### src/rtl/fdiv_mul.sv
// Final stage of single-precision division: y = x1 * (1/x2). Aligns x1 and the
// operand special-case info with the reciprocal unit's latency, then multiplies in two stages.
module fdiv_mul #(
    parameter int LAT_INV = 2
) (
    input  logic        clk,
    input  logic        rstn,
    input  logic        in_valid,
    input  logic [31:0] x1,
    input  logic [31:0] x2,
    input  logic [31:0] inv,
    output logic        out_valid,
    output logic [31:0] y,
    output logic        dz,
    output logic        ovf,
    output logic        udf
);

    // Handshake: valid-only pipeline with no backpressure. A slot is live when its
    // valid bit is set; every stage advances every cycle and bubbles pass straight through.

    typedef struct packed {
        logic x2sign;
        logic x1zero;
        logic x1inf;
        logic x2zero;
        logic x2inf;
    } spec_t;

    spec_t       in_spec;
    logic        dl_valid [LAT_INV];
    logic [31:0] dl_x1    [LAT_INV];
    spec_t       dl_spec  [LAT_INV];

    logic        tail_valid;
    logic [31:0] tail_x1;
    spec_t       tail_spec;

    logic        m1_valid;
    logic        m1_sign;
    logic        m1_ssign;
    logic [47:0] m1_p;
    logic [9:0]  m1_exp;
    spec_t       m1_spec;

    logic [9:0]  exp_sum;
    logic [47:0] mant_a;
    logic [47:0] mant_b;

    logic signed [9:0] exp_n;
    logic [22:0] mant_n;
    logic [31:0] y_nxt;
    logic        dz_nxt;
    logic        ovf_nxt;
    logic        udf_nxt;

    always_comb begin
        in_spec.x2sign = x2[31];
        in_spec.x1zero = (x1[30:23] == 8'h00);
        in_spec.x1inf  = (x1[30:23] == 8'hFF);
        in_spec.x2zero = (x2[30:23] == 8'h00);
        in_spec.x2inf  = (x2[30:23] == 8'hFF);
    end

    always_ff @(posedge clk) begin
        if (!rstn) begin
            for (int i = 0; i < LAT_INV; i++) dl_valid[i] <= 1'b0;
        end else begin
            dl_valid[0] <= in_valid;
            for (int i = 1; i < LAT_INV; i++) dl_valid[i] <= dl_valid[i-1];
        end
    end

    always_ff @(posedge clk) begin
        dl_x1[0]   <= x1;
        dl_spec[0] <= in_spec;
        for (int i = 1; i < LAT_INV; i++) begin
            dl_x1[i]   <= dl_x1[i-1];
            dl_spec[i] <= dl_spec[i-1];
        end
    end

    assign tail_valid = dl_valid[LAT_INV-1];
    assign tail_x1    = dl_x1[LAT_INV-1];
    assign tail_spec  = dl_spec[LAT_INV-1];

    assign exp_sum = {2'b00, tail_x1[30:23]} + {2'b00, inv[30:23]} - 10'd127;
    assign mant_a  = {24'd0, 1'b1, tail_x1[22:0]};
    assign mant_b  = {24'd0, 1'b1, inv[22:0]};

    always_ff @(posedge clk) begin
        if (!rstn) m1_valid <= 1'b0;
        else       m1_valid <= tail_valid;
    end

    always_ff @(posedge clk) begin
        if (tail_valid) begin
            m1_sign  <= tail_x1[31] ^ inv[31];
            m1_ssign <= tail_x1[31] ^ tail_spec.x2sign;
            m1_p     <= mant_a * mant_b;
            m1_exp   <= exp_sum;
            m1_spec  <= tail_spec;
        end
    end

    // Product of two [1,2) mantissas lies in [1,4); bit 47 selects the extra shift.
    always_comb begin
        exp_n   = $signed(m1_exp) + $signed({9'd0, m1_p[47]});
        mant_n  = m1_p[47] ? m1_p[46:24] : m1_p[45:23];
        y_nxt   = {m1_sign, exp_n[7:0], mant_n};
        dz_nxt  = 1'b0;
        ovf_nxt = 1'b0;
        udf_nxt = 1'b0;
        if ((m1_spec.x1zero && m1_spec.x2zero) || (m1_spec.x1inf && m1_spec.x2inf)) begin
            y_nxt = 32'h7FC0_0000;
        end else if (m1_spec.x2zero) begin
            y_nxt  = {m1_ssign, 8'hFF, 23'd0};
            dz_nxt = 1'b1;
        end else if (m1_spec.x1inf) begin
            y_nxt = {m1_ssign, 8'hFF, 23'd0};
        end else if (m1_spec.x1zero || m1_spec.x2inf) begin
            y_nxt = {m1_ssign, 31'd0};
        end else if (exp_n >= 10'sd255) begin
            y_nxt   = {m1_sign, 8'hFF, 23'd0};
            ovf_nxt = 1'b1;
        end else if (exp_n <= 10'sd0) begin
            y_nxt   = {m1_sign, 31'd0};
            udf_nxt = 1'b1;
        end
    end

    always_ff @(posedge clk) begin
        if (!rstn) begin
            out_valid <= 1'b0;
            y         <= 32'd0;
            dz        <= 1'b0;
            ovf       <= 1'b0;
            udf       <= 1'b0;
        end else begin
            out_valid <= m1_valid;
            if (m1_valid) begin
                y   <= y_nxt;
                dz  <= dz_nxt;
                ovf <= ovf_nxt;
                udf <= udf_nxt;
            end
        end
    end

endmodule
### config.mk
export PLATFORM = sky130hd
export DESIGN_NAME = fdiv_mul
export DESIGN_NICKNAME = d
export VERILOG_FILES = /design/src/rtl/fdiv_mul.sv
export SDC_FILE = /design/constraint.sdc
export NUM_CORES = 2
export LEC_CHECK = 0
export BUFFER_PORTS_ARGS = -buffer_cell sky130_fd_sc_hd__buf_2
export CAP_MARGIN = 20
export CORE_UTILIZATION = 45
export CTS_CLUSTER_DIAMETER = 80
export DETAILED_ROUTE_END_ITERATION = 8
export PLACE_DENSITY = 0.58
export SLEW_MARGIN = 30
export SYNTH_ARGS = -nofsm -noshare
export SYNTH_HDL_FRONTEND = slang
export SYNTH_SLANG_ARGS = --single-unit
export TNS_END_PERCENT = 20
### constraint.sdc
create_clock -name clk -period 8.6 [get_ports clk]
set_input_delay 0.43 -clock clk [delete_from_list [all_inputs] [get_ports clk]]
set_output_delay 0.43 -clock clk [all_outputs]
set_load 0.1 [all_outputs]
==> results.toml <==
[run_status]
status = "finished, final reports clean"

[cts]
cts_repair_resize_count = 0
cts.sinks = 154
clk_pin_slew_worst_paths_ns = 0.08
post_cts_buffers = 0
cts_tree = "yes"
cts_buffer_depth = 2
insertion_delay_ns = 0.48
cts_root_buffer = "clkbuf_16"
numCtsBuffers = 17
cts-htree-levels = 4

[setup_path]
critical_path_buf_inv_count = 4
rr_worst_depth = 21
crit_fanout = 12
crit_required_ns = 8.83
cpMostUsedCell = "fa_1"
path_depth = 21
slowest_delay_ns = 0.81
start_kind = "register"
crit_slowest_cell = "dfxtp_1"
path_class = "reg -> reg"
crit_arrival_ns = 7.80
path_cells = "buf_4, nand2_1, fa_1, fa_1, inv_1, fa_1, fa_1, fa_1, fa_1, inv_1, fa_1, inv_1, ha_1, a21oi_1, o21ai_0, a31o_2, nor2b_1, nor4_1, nor2_1, a311o_1, o311a_1"
cp-end-kind = "register"
critPathTopFamily = "adder cells"

[logic_synthesis]
ys_ff_latch = 154
netlist.area_leader.share_pct = 41.1
synth-edff-count = 41
synthesis.nets = 3266
yosys-top-cells-area = "fa_1 41%, ha_1 9.9%, dfxtp_1 9.6%"
yosysUniqueCellTypes = 66
yosysSeqAreaShare_pct = 14.9
yosys_most_used_dff = "dfxtp_1"
yosysWarnings = 0
post-synth-top-count-cell = "inv_1"
synthTopCellsByCount = "585 x inv_1, 482 x fa_1, 317 x nand2_1"
async_flop_share_pct = 0
syn_inst = 2499
yosysTopAreaCell = "fa_1"
synth.avg_cell_area_um2 = 9.40
netlist_area_um2 = 23500

[routing]
wirelength_um = 62700
route.vias.total = 16700
drt-vias-per-instance = 5.13
wl_per_cell_um = 19.3
antenna_left = 0
drt-initial-drc-count = 878
drtPass1Iterations = 5
drc = 0

[hold_path]
hold_depth = 1
hp-class = "in -> reg"

[die]
core_area_um2 = 51400
fp-row-count = 83
dieArea_um2 = 53100
start_util_pct = 45.7
die_h_um = 231
die_w_um = 231
ios = 135

[sta]
fin_tns_setup_ns = 0
min_period_ns = 7.56
slew_headroom_pct = 43.5
worst_pin_slew_ns = 0.847
max_freq_ghz = 0.132
hold_viol = 0
finClkSkew_ns = 0.0191
rsz0062_at_grt = "false"
fin_crit_sh_pct = 88.0
setup_viol = 0
finalMaxSlewViolations = 0

[run]
maxCapViolations = 0

[layout]
syn2layout_area_growth_pct = 8.06
drive_above_1_share_pct = 7.44
insertedDiodeCount = 0
finalNetCount = 3320
utilization_pct = 49.4

[global_route]
grt_first_pass_wirelength_um = 100000
groute.usage.overall_pct = 25.2
grt-ovfl-total = 0
grt_max_degree = 43
grt_pass1_vias = 18300
antenna_found_initial = 2

[place]
io_buffers = 111
dp_hpwl_um = 50000
place.gp.congestion = 0.906
==> worst paths after layout <==
| path | from | end | slack (ns) |
|---|---|---|---|
| setup / recovery | dl_x1[0][43]$_DFF_P_ | m1_p[40]$_DFFE_PP_ | 1.04 |
| hold / removal | x1[4] | dl_x1[0][4]$_DFF_P_ | 0.05 |
| setup reg to reg | dl_x1[0][43]$_DFF_P_ | m1_p[40]$_DFFE_PP_ | 1.04 |
| hold reg to reg | dl_x1[0][27]$_DFF_P_ | dl_x1[0][59]$_DFF_P_ | 0.33 |
==> final cells by class <==
cell class | instances | area, µm²
Tap cell | 680 | 851
Clock buffer | 17 | 425
Timing Repair Buffer | 150 | 866
Clock inverter | 15 | 198
Sequential cell | 154 | 3500
Multi-Input combinational cell | 1643 | 17400
Inverter | 587 | 2200
Fill cell | 4872 | 26000
==> flip-flops by register name (all words and copies together) (netlist names) <==
signal / flops
dl_x1: 64
udf: 1
m1_exp: 10
m1_valid: 1
dl_valid: 2
m1_p: 25
m1_ssign: 1
y: 32
m1_sign: 1
dl_spec: 10
m1_spec: 4
out_valid: 1
dz: 1
ovf: 1
==> metrics by stage <==
step | worst slack [ns] | area [µm²] | hold slack (ns) | cells
global route | 0.744 | 25400 | 0.0217 | 3246
finish | 1.04 | 25400 | 0.0473 | 3246
CTS | 1.06 | 25400 | 0.00867 | 3246
floorplan | 1.82 | 23500 | 0.310 | 2499
detailed placement | 0.954 | 24700 | 0.312 | 3212
global placement | 0.986 | 24700 | 0.311 | 3212
==> kinds of logic (layout without fill, tap and decap cells) <==
group	count (synthesis)	after routing	synth area share [%]
and+or+nand+nor	717	717	15.0
buffers and inverters	702	769	11.3
adders and majority gates	668	668	51.0
AOI/OAI and AO/OA	188	188	5.07
DFF	154	154	14.9
xor gates and xnor gates	45	45	1.71
muxes	25	25	1.07
==> what timing repair did <==
| item | 4_1_cts | 5_1_grt |
|---|---|---|
| endpoints found under the hold margin | 2 | 0 |
| hold buffers | 2 | 0 |
| endpoints found under the setup margin | 0 | 0 |
==> routing by layer <==
metal	up-vias	wire length, µm	track usage (%)	part of all wire [%]
met3	91	4680	6.08	7.5
met1	8504	27400	33.6	44
met4	2	1910	9.09	3.1
met5	-	13	0	0.021
met2	495	28700	39.9	46
li1	7561	-	-	-
==> placed cells by master, fill, tap and decap left out, types with 8 or more instances in the layout <==
cell         n
nor2_1      69
buf_4       36
edfxtp_1    41
nor2b_1      9
ha_1       186
nor3_1      11
nand3_1     11
xor2_1      11
o21ai_0     49
inv_1      585
o21bai_1     8
and2_1     247
a21oi_1     57
nand4_1     21
o211ai_1     8
dfxtp_1    112
fa_1       482
a21o_1      20
mux2i_1     24
clkbuf_16   17
xnor2_1     33
nand2_1    317
buf_2      111
Power is not shown: default switching activity piles up to over one toggle a cycle in this logic, so the estimate is an artifact.
